## src/rtl/instr_fetch_unit_pkg.sv

```systemverilog
// Shared constants for the instruction fetch path: word geometry, FSM state codes
// and the wrapping PC-advance helper.
package instr_fetch_unit_pkg;

  localparam int          WORD_BYTES = 4;
  localparam logic [31:0] PC_STEP    = 32'(WORD_BYTES);

  localparam logic [1:0] S_FETCH = 2'd0;
  localparam logic [1:0] S_FULL  = 2'd1;
  localparam logic [1:0] S_HALT  = 2'd2;
  localparam logic [1:0] S_FLUSH = 2'd3;

  // The last word of memory wraps to 0, so m_addr+3 never leaves the array.
  function automatic logic [31:0] next_fetch_pc(input logic [31:0] pc,
                                                input logic [31:0] mem_bytes);
    logic [31:0] nxt;
    if (pc >= (mem_bytes - PC_STEP)) begin
      nxt = 32'd0;
    end else begin
      nxt = pc + PC_STEP;
    end
    return nxt;
  endfunction

endpackage

```

## src/rtl/instr_fetch_unit_fifo.sv

```systemverilog
// Prefetch FIFO holding {pc, instr} pairs; the head is read straight from the storage
// registers. flush empties it, and reset takes priority over flush, push and pop.
module instr_fetch_unit_fifo #(
  parameter int DEPTH = 4,
  parameter int WIDTH = 64
) (
  input  logic                       clk,
  input  logic                       reset,
  input  logic                       push,
  input  logic                       pop,
  input  logic                       flush,
  input  logic [WIDTH-1:0]           din,
  output logic [WIDTH-1:0]           head,
  output logic [$clog2(DEPTH):0]     count
);

  localparam int               PTR_W   = $clog2(DEPTH);
  localparam int               CNT_W   = PTR_W + 1;
  localparam logic [PTR_W-1:0] PTR_ONE = PTR_W'(1);
  localparam logic [CNT_W-1:0] CNT_ONE = CNT_W'(1);

  logic [WIDTH-1:0] mem_r [DEPTH];
  logic [PTR_W-1:0] rd_ptr_r;
  logic [PTR_W-1:0] wr_ptr_r;
  logic [CNT_W-1:0] count_r;

  // Storage write; entries need no reset because count gates their visibility.
  always_ff @(posedge clk) begin
    if (push) begin
      mem_r[wr_ptr_r] <= din;
    end
  end

  // Pointer and occupancy update.
  always_ff @(posedge clk) begin
    if (reset || flush) begin
      rd_ptr_r <= {PTR_W{1'b0}};
      wr_ptr_r <= {PTR_W{1'b0}};
      count_r  <= {CNT_W{1'b0}};
    end else begin
      if (push) begin
        wr_ptr_r <= wr_ptr_r + PTR_ONE;
      end
      if (pop) begin
        rd_ptr_r <= rd_ptr_r + PTR_ONE;
      end
      case ({push, pop})
        2'b10:   count_r <= count_r + CNT_ONE;
        2'b01:   count_r <= count_r - CNT_ONE;
        default: count_r <= count_r;
      endcase
    end
  end

  assign head  = mem_r[rd_ptr_r];
  assign count = count_r;

endmodule

```

## src/rtl/instr_fetch_unit.sv

```systemverilog
// Instruction fetch initiator: sequences word reads from fetch_pc, buffers them with
// their PCs and hands {pc, instr} to decode over valid/ready, with branch redirect.
module instr_fetch_unit
  import instr_fetch_unit_pkg::*;
#(
  parameter int          FIFO_DEPTH = 4,
  parameter logic [31:0] RESET_PC   = 32'h0,
  parameter int          MEM_BYTES  = 4096
) (
  input  logic        clk,
  input  logic        reset,
  input  logic        fetch_en,
  input  logic        redirect,
  input  logic [31:0] redirect_pc,
  output logic        m_cs,
  output logic        m_rd,
  output logic [31:0] m_addr,
  input  logic [31:0] m_din,
  output logic        ir_valid,
  input  logic        ir_ready,
  output logic [31:0] ir_out,
  output logic [31:0] pc_out
);

  localparam int               CNT_W       = $clog2(FIFO_DEPTH) + 1;
  localparam logic [CNT_W-1:0] DEPTH_C     = CNT_W'(FIFO_DEPTH);
  localparam logic [CNT_W-1:0] DEPTH_M1_C  = CNT_W'(FIFO_DEPTH - 1);
  localparam logic [31:0]      MEM_BYTES_C = 32'(MEM_BYTES);

  logic [31:0]      fetch_pc_r;
  logic [1:0]       state_r;
  logic [1:0]       state_s;
  logic [CNT_W-1:0] count_s;
  logic [63:0]      head_s;
  logic             pop_s;
  logic             issue_s;

  assign pop_s   = ir_valid & ir_ready;
  // A same-cycle pop frees a slot, so a full FIFO can still accept a read.
  assign issue_s = fetch_en & ~redirect & ~reset & ((count_s < DEPTH_C) | pop_s);

  assign m_cs     = issue_s;
  assign m_rd     = issue_s;
  assign m_addr   = fetch_pc_r;
  assign ir_valid = (count_s != {CNT_W{1'b0}});
  assign ir_out   = ir_valid ? head_s[31:0]  : 32'd0;
  assign pc_out   = ir_valid ? head_s[63:32] : 32'd0;

  instr_fetch_unit_fifo #(
    .DEPTH (FIFO_DEPTH),
    .WIDTH (64)
  ) u_fifo (
    .clk   (clk),
    .reset (reset),
    .push  (issue_s),
    .pop   (pop_s),
    .flush (redirect),
    .din   ({fetch_pc_r, m_din}),
    .head  (head_s),
    .count (count_s)
  );

  // Fetch FSM next state; redirect always lands in the single flush cycle.
  always_comb begin
    state_s = state_r;
    if (redirect) begin
      state_s = S_FLUSH;
    end else begin
      case (state_r)
        S_FETCH: begin
          if (!fetch_en) begin
            state_s = S_HALT;
          end else if (issue_s && !pop_s && (count_s == DEPTH_M1_C)) begin
            state_s = S_FULL;
          end else begin
            state_s = S_FETCH;
          end
        end
        S_FULL: begin
          if (!fetch_en) begin
            state_s = S_HALT;
          end else if (pop_s) begin
            state_s = S_FETCH;
          end else begin
            state_s = S_FULL;
          end
        end
        S_HALT: begin
          if (fetch_en) begin
            state_s = S_FETCH;
          end else begin
            state_s = S_HALT;
          end
        end
        S_FLUSH: begin
          if (fetch_en) begin
            state_s = S_FETCH;
          end else begin
            state_s = S_HALT;
          end
        end
        default: state_s = S_FETCH;
      endcase
    end
  end

  // Fetch PC and FSM state registers.
  always_ff @(posedge clk) begin
    if (reset) begin
      fetch_pc_r <= RESET_PC;
      state_r    <= S_FETCH;
    end else begin
      state_r <= state_s;
      if (redirect) begin
        fetch_pc_r <= redirect_pc & 32'hFFFF_FFFC;
      end else if (issue_s) begin
        fetch_pc_r <= next_fetch_pc(fetch_pc_r, MEM_BYTES_C);
      end else begin
        fetch_pc_r <= fetch_pc_r;
      end
    end
  end

endmodule
```

## config.mk

```make
export PLATFORM = sky130hd
export DESIGN_NAME = instr_fetch_unit
export DESIGN_NICKNAME = d
export VERILOG_FILES = /design/src/rtl/instr_fetch_unit_pkg.sv /design/src/rtl/instr_fetch_unit_fifo.sv /design/src/rtl/instr_fetch_unit.sv
export SDC_FILE = /design/constraint.sdc
export NUM_CORES = 1
export LEC_CHECK = 0
export BUFFER_PORTS_ARGS = -buffer_cell sky130_fd_sc_hd__buf_4
export CAP_MARGIN = 10
export CORE_MARGIN = 1.5
export CORE_UTILIZATION = 61
export CTS_CLUSTER_SIZE = 20
export DETAILED_ROUTE_END_ITERATION = 7
export GPL_TIMING_DRIVEN = 0
export HOLD_SLACK_MARGIN = 0.06
export PLACE_DENSITY = 0.86
export SLEW_MARGIN = 20
export SYNTH_ARGS = -nofsm -noshare
export SYNTH_HDL_FRONTEND = slang
export SYNTH_SLANG_ARGS = --single-unit
export TNS_END_PERCENT = 1
```

## constraint.sdc

```tcl
create_clock -name clk -period 5.1 [get_ports clk]
set_input_delay 0 -clock clk [delete_from_list [all_inputs] [get_ports clk]]
set_output_delay 0 -clock clk [all_outputs]
set_load 0.05 [all_outputs]
```

After elaboration in Yosys (flattened, before gate mapping):

Memories as Yosys holds them, arrays and structs flattened. A register that Yosys moved wholly into a read port is not among the register bits.
Cells that the tools add are included.
W data, S select, Z words.

* input port bits: 69
* memories: 1
* word-level logic and storage cells: 37
* memory bits (writable): 256
* bits in registers: 39

Memories
* u_fifo.mem_r: words 4, bits a word 64, read ports 1, clocked after Yosys merged registers in 1, wr ports 1, RTL line instr_fetch_unit_fifo.sv:22 `logic [WIDTH-1:0] mem_r [DEPTH];`

* muxes and demuxes: 10
* bitwise operators: 7
* reduce and logical (&&, ||, !) cells: 5
* eq/ne operators: 2
* $lt $le $gt $ge: 2
* add/subtract/negate cells: 5

Operators by type and width (count)
* $mux W32: 5
* $add A32 B3 Y32 const B: 1
* $ge A32 B12 Y1 const B: 1
* $pmux W3 S2: 1
* $add A2 B1 Y2 const B: 2
* $and A1 B1 Y1: 4
* $mux W2: 2
* $reduce_bool A2 Y1: 2
* $add A3 B1 Y3 const B: 1
* $lt A3 B3 Y1 const B: 1
* $reduce_bool A3 Y1: 1
* $sub A3 B1 Y3 const B: 1
* $eq A2 B1 Y1 const B: 1
* $eq A2 B2 Y1 const B: 1
* $mux W1: 2
* $not A1 Y1: 2
* $reduce_or A2 Y1: 1
* $logic_or A1 B1 Y1: 1
* $or A1 B1 Y1: 1

Longest topological paths before layout:

* depth in word-level cells: 6
* depth in mapped cells: 10
* depth with buffers taken out: 8

Cells and area by module:

A second synthesis with hierarchy kept.

* cells, all modules: 655
* area, all modules: 11808.8 um2

By module, submodules not included
* instr_fetch_unit_fifo: cells each 380, area each 9739.3 um2, times used 1, seq. area each 7867.5 um2
* instr_fetch_unit: cells each 275, area each 2069.5 um2, times used 1, seq. area each 640.6 um2

Worst setup path after synthesis:

OpenSTA, ideal clock, no wires.

* kind: register -> register
* start point: register u_fifo.count_r[2], in the netlist u_fifo.count[2]
* end point: memory u_fifo.mem_r[0][0], enable pin
* clock period less this slack: 3.351 ns
* cell stages (with the launch flop): 6
* data arrival time: 2.922 ns
* library setup time: 0.429 ns
* path slack: 1.749 ns
* path through: dfxtp_1 nor2b_1 or3_1 buf_2 inv_1 and2_1

* word-level cells in the longest chain between the ends: 6
* elaborated cells on any way between the ends: 7

Ends and longest elaborated chain
* from (decl): RTL line instr_fetch_unit_fifo.sv:25 `logic [CNT_W-1:0] count_r;`
* from (signal assigned): RTL line instr_fetch_unit_fifo.sv:39 `count_r <= {CNT_W{1'b0}};`
* from (signal assigned): RTL line instr_fetch_unit_fifo.sv:48 `2'b10: count_r <= count_r + CNT_ONE;`
* from (signal assigned): RTL line instr_fetch_unit_fifo.sv:49 `2'b01: count_r <= count_r - CNT_ONE;`
* branches (longest 2 deep; another with $lt A3 B3 Y1)
* $or A1 B1 Y1 (*): RTL line instr_fetch_unit.sv:40 `assign issue_s = fetch_en & ~redirect & ~reset & ((count_s < DEPTH_C) | pop_s);`
* $and A1 B1 Y1 (*): RTL line instr_fetch_unit.sv:40
* named net m_cs: RTL line instr_fetch_unit.sv:15 `output logic m_cs,`
* $mux W1 (*): RTL line instr_fetch_unit_fifo.sv:29 `if (push) begin`
* $mux W1 (implied by the code) (*): RTL line instr_fetch_unit_fifo.sv:30 `mem_r[wr_ptr_r] <= din;`
* to (decl): RTL line instr_fetch_unit_fifo.sv:22

Mark *: on every way through the listed nets, which the timed path passes.

==> key figures <==
Status
  – Outcome: finished clean

Yosys
  – Netlist Area Pre-Place: 11750 um2
  – Ys Warns: 0
  – Yosys cell types: 37
  – #FFs+latches synth: 297
  – Post-synth top flop: edfxtp_1
  – EDFF count, synth: 256
  – Synthesized instance count: 679
  – Avg Cell Area, Syn: 17.31 um2
  – Ys async rst share: 0
  – Sequential area share after synthesis: 0.7239
  – Net Count, Synth: 755

Critical path
  – Startpoint types: flip-flop
  – Max FO, Critical Path: 10
  – Slowest cell on the critical path: clkbuf_1
  – FF-to-FF End: m_addr[9]
  – Critical path depth: 5
  – Reg2reg path depth: 7
  – FF-to-FF Start: m_addr[26]
  – Critical Path RT: 5.10 ns
  – CP max stage delay: 0.56 ns
  – Crit path DAT: 2.86 ns
  – Crit path buf inv count: 3
  – Worst path cell trace: clkbuf_1 > buf_2 > mux4_2 > and2_1 > buf_4
  – Largest delay share family, worst path: buffers and inverters
  – Setup CP Type: flip-flop to output port
  – Setup crit end kind: output port
  – R2R setup slack: 2.27 ns

Power
  – Sw Pwr: 1096 uW
  – P per Cell Area: 343.4 nW/um2
  – Clk pwr share: 0.407
  – Switching share of power: 0.2122
  – Internal power: 4069 uW
  – Power share of the sequential group: 0.525
  – Worst VDD drop: 282.9 uV
  – Pleak: 0.005245 uW
  – Comb pwr share: 0.069
  – Pwr Total: 5165 uW

Global routing
  – Routing usage on met2: 0.4742
  – Gr busiest metal: met2
  – GR Util met1: 0.3469
  – Tot GR Track Use: 0.2752
  – Largest net degree at the start of global routing: 42
  – Initial antenna violation count: 0
  – First-pass GRT wire length: 41.31 mm
  – Vias in the first global route: 7513
  – Met3 GRT Util: 0.06851
  – Congestion Overflow GR: 0

Min path
  – Hold WC Path Type: primary input to flip-flop
  – Hold path depth: 5
  – Worst hold start: redirect
  – Hold Crit Endpoint: m_addr[10]

Clock network
  – CTS root buffer: clkbuf_16
  – CTS tree: done
  – CTS buffer count: 29
  – Post_cts resized: 0
  – CTS Sinks: 297
  – Clk slew on worst S/H paths: 0.06 ns
  – Clock Path Buffers: 3
  – CTS H-tree depth: 1
  – Clk_lat worst skew: 0.53 ns

STA
  – Final Hold Fails: 0
  – Tcrit/Tclk final: 0.5602
  – Endpoints failing setup: 0
  – Worst Slack Setup Final: 2.243 ns
  – Rel. slew slack: 0.5130
  – Fmax: 350.0 MHz
  – Worst Hold Slack: 0.1056 ns
  – Max-slew violations: 0
  – Worst-Margin Slew: 0.7261 ns
  – Setup TNS: 0 ns
  – RSZ-0062 raised after global routing: no
  – Clock Skews: 0.01784 ns
  – Fin crit period: 2.857 ns

Finish
  – Antenna cell count: 0
  – Fillcell total: 974
  – Share of layout cells above drive strength 1: 0.2969
  – Net count, final: 1024
  – Synth-to-Final Area Change: 28.00%
  – Final non-filler cell total: 1230

Floorplanning
  – Std-Cell Rows: 50
  – # IOs: 168
  – Die height: 141.8 um
  – Initial Util: 0.6241
  – Total die area: 20110 um2
  – Die W: 141.8 um
  – CORE AREA: 18830 um2

Routing
  – DRT iter0 DRCs: 484
  – WL/cell: 22.05 um
  – Pre-antenna DRT Iters: 6
  – Vias post-DR: 7260
  – Routed Wire Length: 27.12 mm
  – Antenna Violating Nets Remaining: 0
  – Via/cell ratio: 5.902
  – # DRC: 0

Placed design
  – Post-DP HPWL: 15.79 mm
  – Placed Cells: 1108
  – Dpl ws: 2.418 ns
  – Port Buf Inserts: 165
  – Placer's final routability congestion estimate: 0.8674

Job
  – Max Cap Viol: 0
==> sequential cells by signal, indices dropped and copies added (netlist names), named ones only <==
name and cells:
u_fifo.mem_r 256, u_fifo.wr_ptr_r 2, u_fifo.count 3, u_fifo.rd_ptr_r 2, m_addr 32
==> stage by stage <==
stage,instance area (um2),utilization
2_1_floorplan,11750,-
3_3_place_gp,13320,0.7072
3_5_place_dp,13410,0.7124
4_1_cts,15040,0.7989
5_1_grt,15040,0.7989
6_report,15040,0.7989
==> worst max-delay path by stage <==
stage                          startpoint                  end
after global routing            flip-flop           pc_out[18]
after floorplan           u_fifo.count[2]   u_fifo.mem_r[0][0]
after global placement    u_fifo.count[2]  u_fifo.mem_r[0][14]
after CTS                       flip-flop           pc_out[14]
after detailed placement  u_fifo.count[2]      u_fifo.count[2]
final                           flip-flop           pc_out[14]
==> cells in the mapped netlist (2+ instances only) <==
library cell | instances | area (um2)
a211oi_1 | 14 | 105.1
a21oi_1 | 25 | 125.1
a221oi_1 | 3 | 26.28
and2_1 | 69 | 431.7
buf_1 | 2 | 7.510
buf_2 | 7 | 35.03
buf_4 | 2 | 15.01
clkbuf_1 | 26 | 97.59
dfxtp_1 | 41 | 820.8
edfxtp_1 | 256 | 7687
ha_1 | 6 | 75.07
inv_1 | 15 | 56.30
mux4_2 | 64 | 1441
nand2_1 | 34 | 127.6
nand3_1 | 21 | 105.1
nand4_1 | 5 | 31.28
nor2_1 | 19 | 71.32
nor3_1 | 4 | 20.02
nor3b_1 | 8 | 60.06
nor4_1 | 8 | 50.05
o21a_1 | 2 | 15.01
o21ai_0 | 14 | 70.07
o21ai_1 | 4 | 20.02
o2bb2ai_1 | 2 | 17.52
or2_2 | 2 | 12.51
or3_1 | 6 | 37.54
xnor2_1 | 7 | 61.31
xor2_1 | 4 | 35.03
==> layout by cell type, fill, tap and decap left out, types with 2 or more instances in the layout <==
cell type,instances
ha_1,6
or2_2,2
buf_2,7
nand3_1,21
dlygate4sd3_1,69
mux4_2,64
nand2_1,34
and2_4,4
inv_1,15
clkinv_1,5
buf_4,167
clkinv_2,4
a211oi_1,14
o21a_1,2
a21oi_1,25
xor2_1,4
edfxtp_1,256
clkbuf_16,29
and2_1,65
or3_1,6
bufinv_16,4
a221oi_1,3
nor3_1,4
o2bb2ai_1,2
nor3b_1,8
nor2_1,19
clkbuf_1,36
nor4_1,8
dfxtp_1,41
buf_12,3
o21ai_0,14
buf_1,2
nand4_1,5
o21ai_1,4
xnor2_1,7
==> layer usage <==
metal	up-vias	routed length, um
met1	3574	10010
met3	66	2498
met4	0	716
met2	427	13900
li1	3193	-
met5	-	0
==> cell families (layout without fill, tap and decap cells) <==
logic type / count (synthesis) / after routing / synth area share
simple gates: 180 / 180 / 0.08400
fa+ha+maj: 7 / 7 / 0.008091
xor+xnor: 11 / 11 / 0.008197
flops: 297 / 297 / 0.7239
buf+inv: 52 / 343 / 0.01799
mux: 64 / 64 / 0.1226
compound gates: 68 / 68 / 0.03513
==> worst register-to-register path: cells and delay by family (launching register included) <==
| family | cells | cell delay, ns |
|---|---|---|
| buf+inv | 2 | 0.88 |
| compound gates | 1 | 0.23 |
| simple gates | 4 | 1.25 |
| flops | 1 | 0.41 |
==> cell type report <==
cell class                      instances  area, um2  share of cell area
Clock inverter                         14      175.2             0.01164
Multi-Input combinational cell        330       3043              0.2023
Buffer                                 37      155.1             0.01031
Tap cell                              260      325.3             0.02163
Clock buffer                           39      763.2             0.05074
Timing Repair Buffer                  238       2017              0.1341
Sequential cell                       297       8508              0.5656
Inverter                               15      56.30            0.003743
==> power groups by stage <==
stage	Clock (uW)	Sequential (uW)	Combinational [uW]
floorplan	0	2790	134
global placement	0	2760	292
detailed placement	0	2760	301
CTS	2110	2710	346
global route	2210	2710	374
finish	2100	2710	354
==> what timing repair did <==
| item | in CTS | in global routing |
|---|---|---|
| endpoints found under the hold margin | 164 | 0 |
| hold buffers | 69 | 0 |
| buffers inserted | 0 | 0 |
Power figures use the tool's default switching activity.
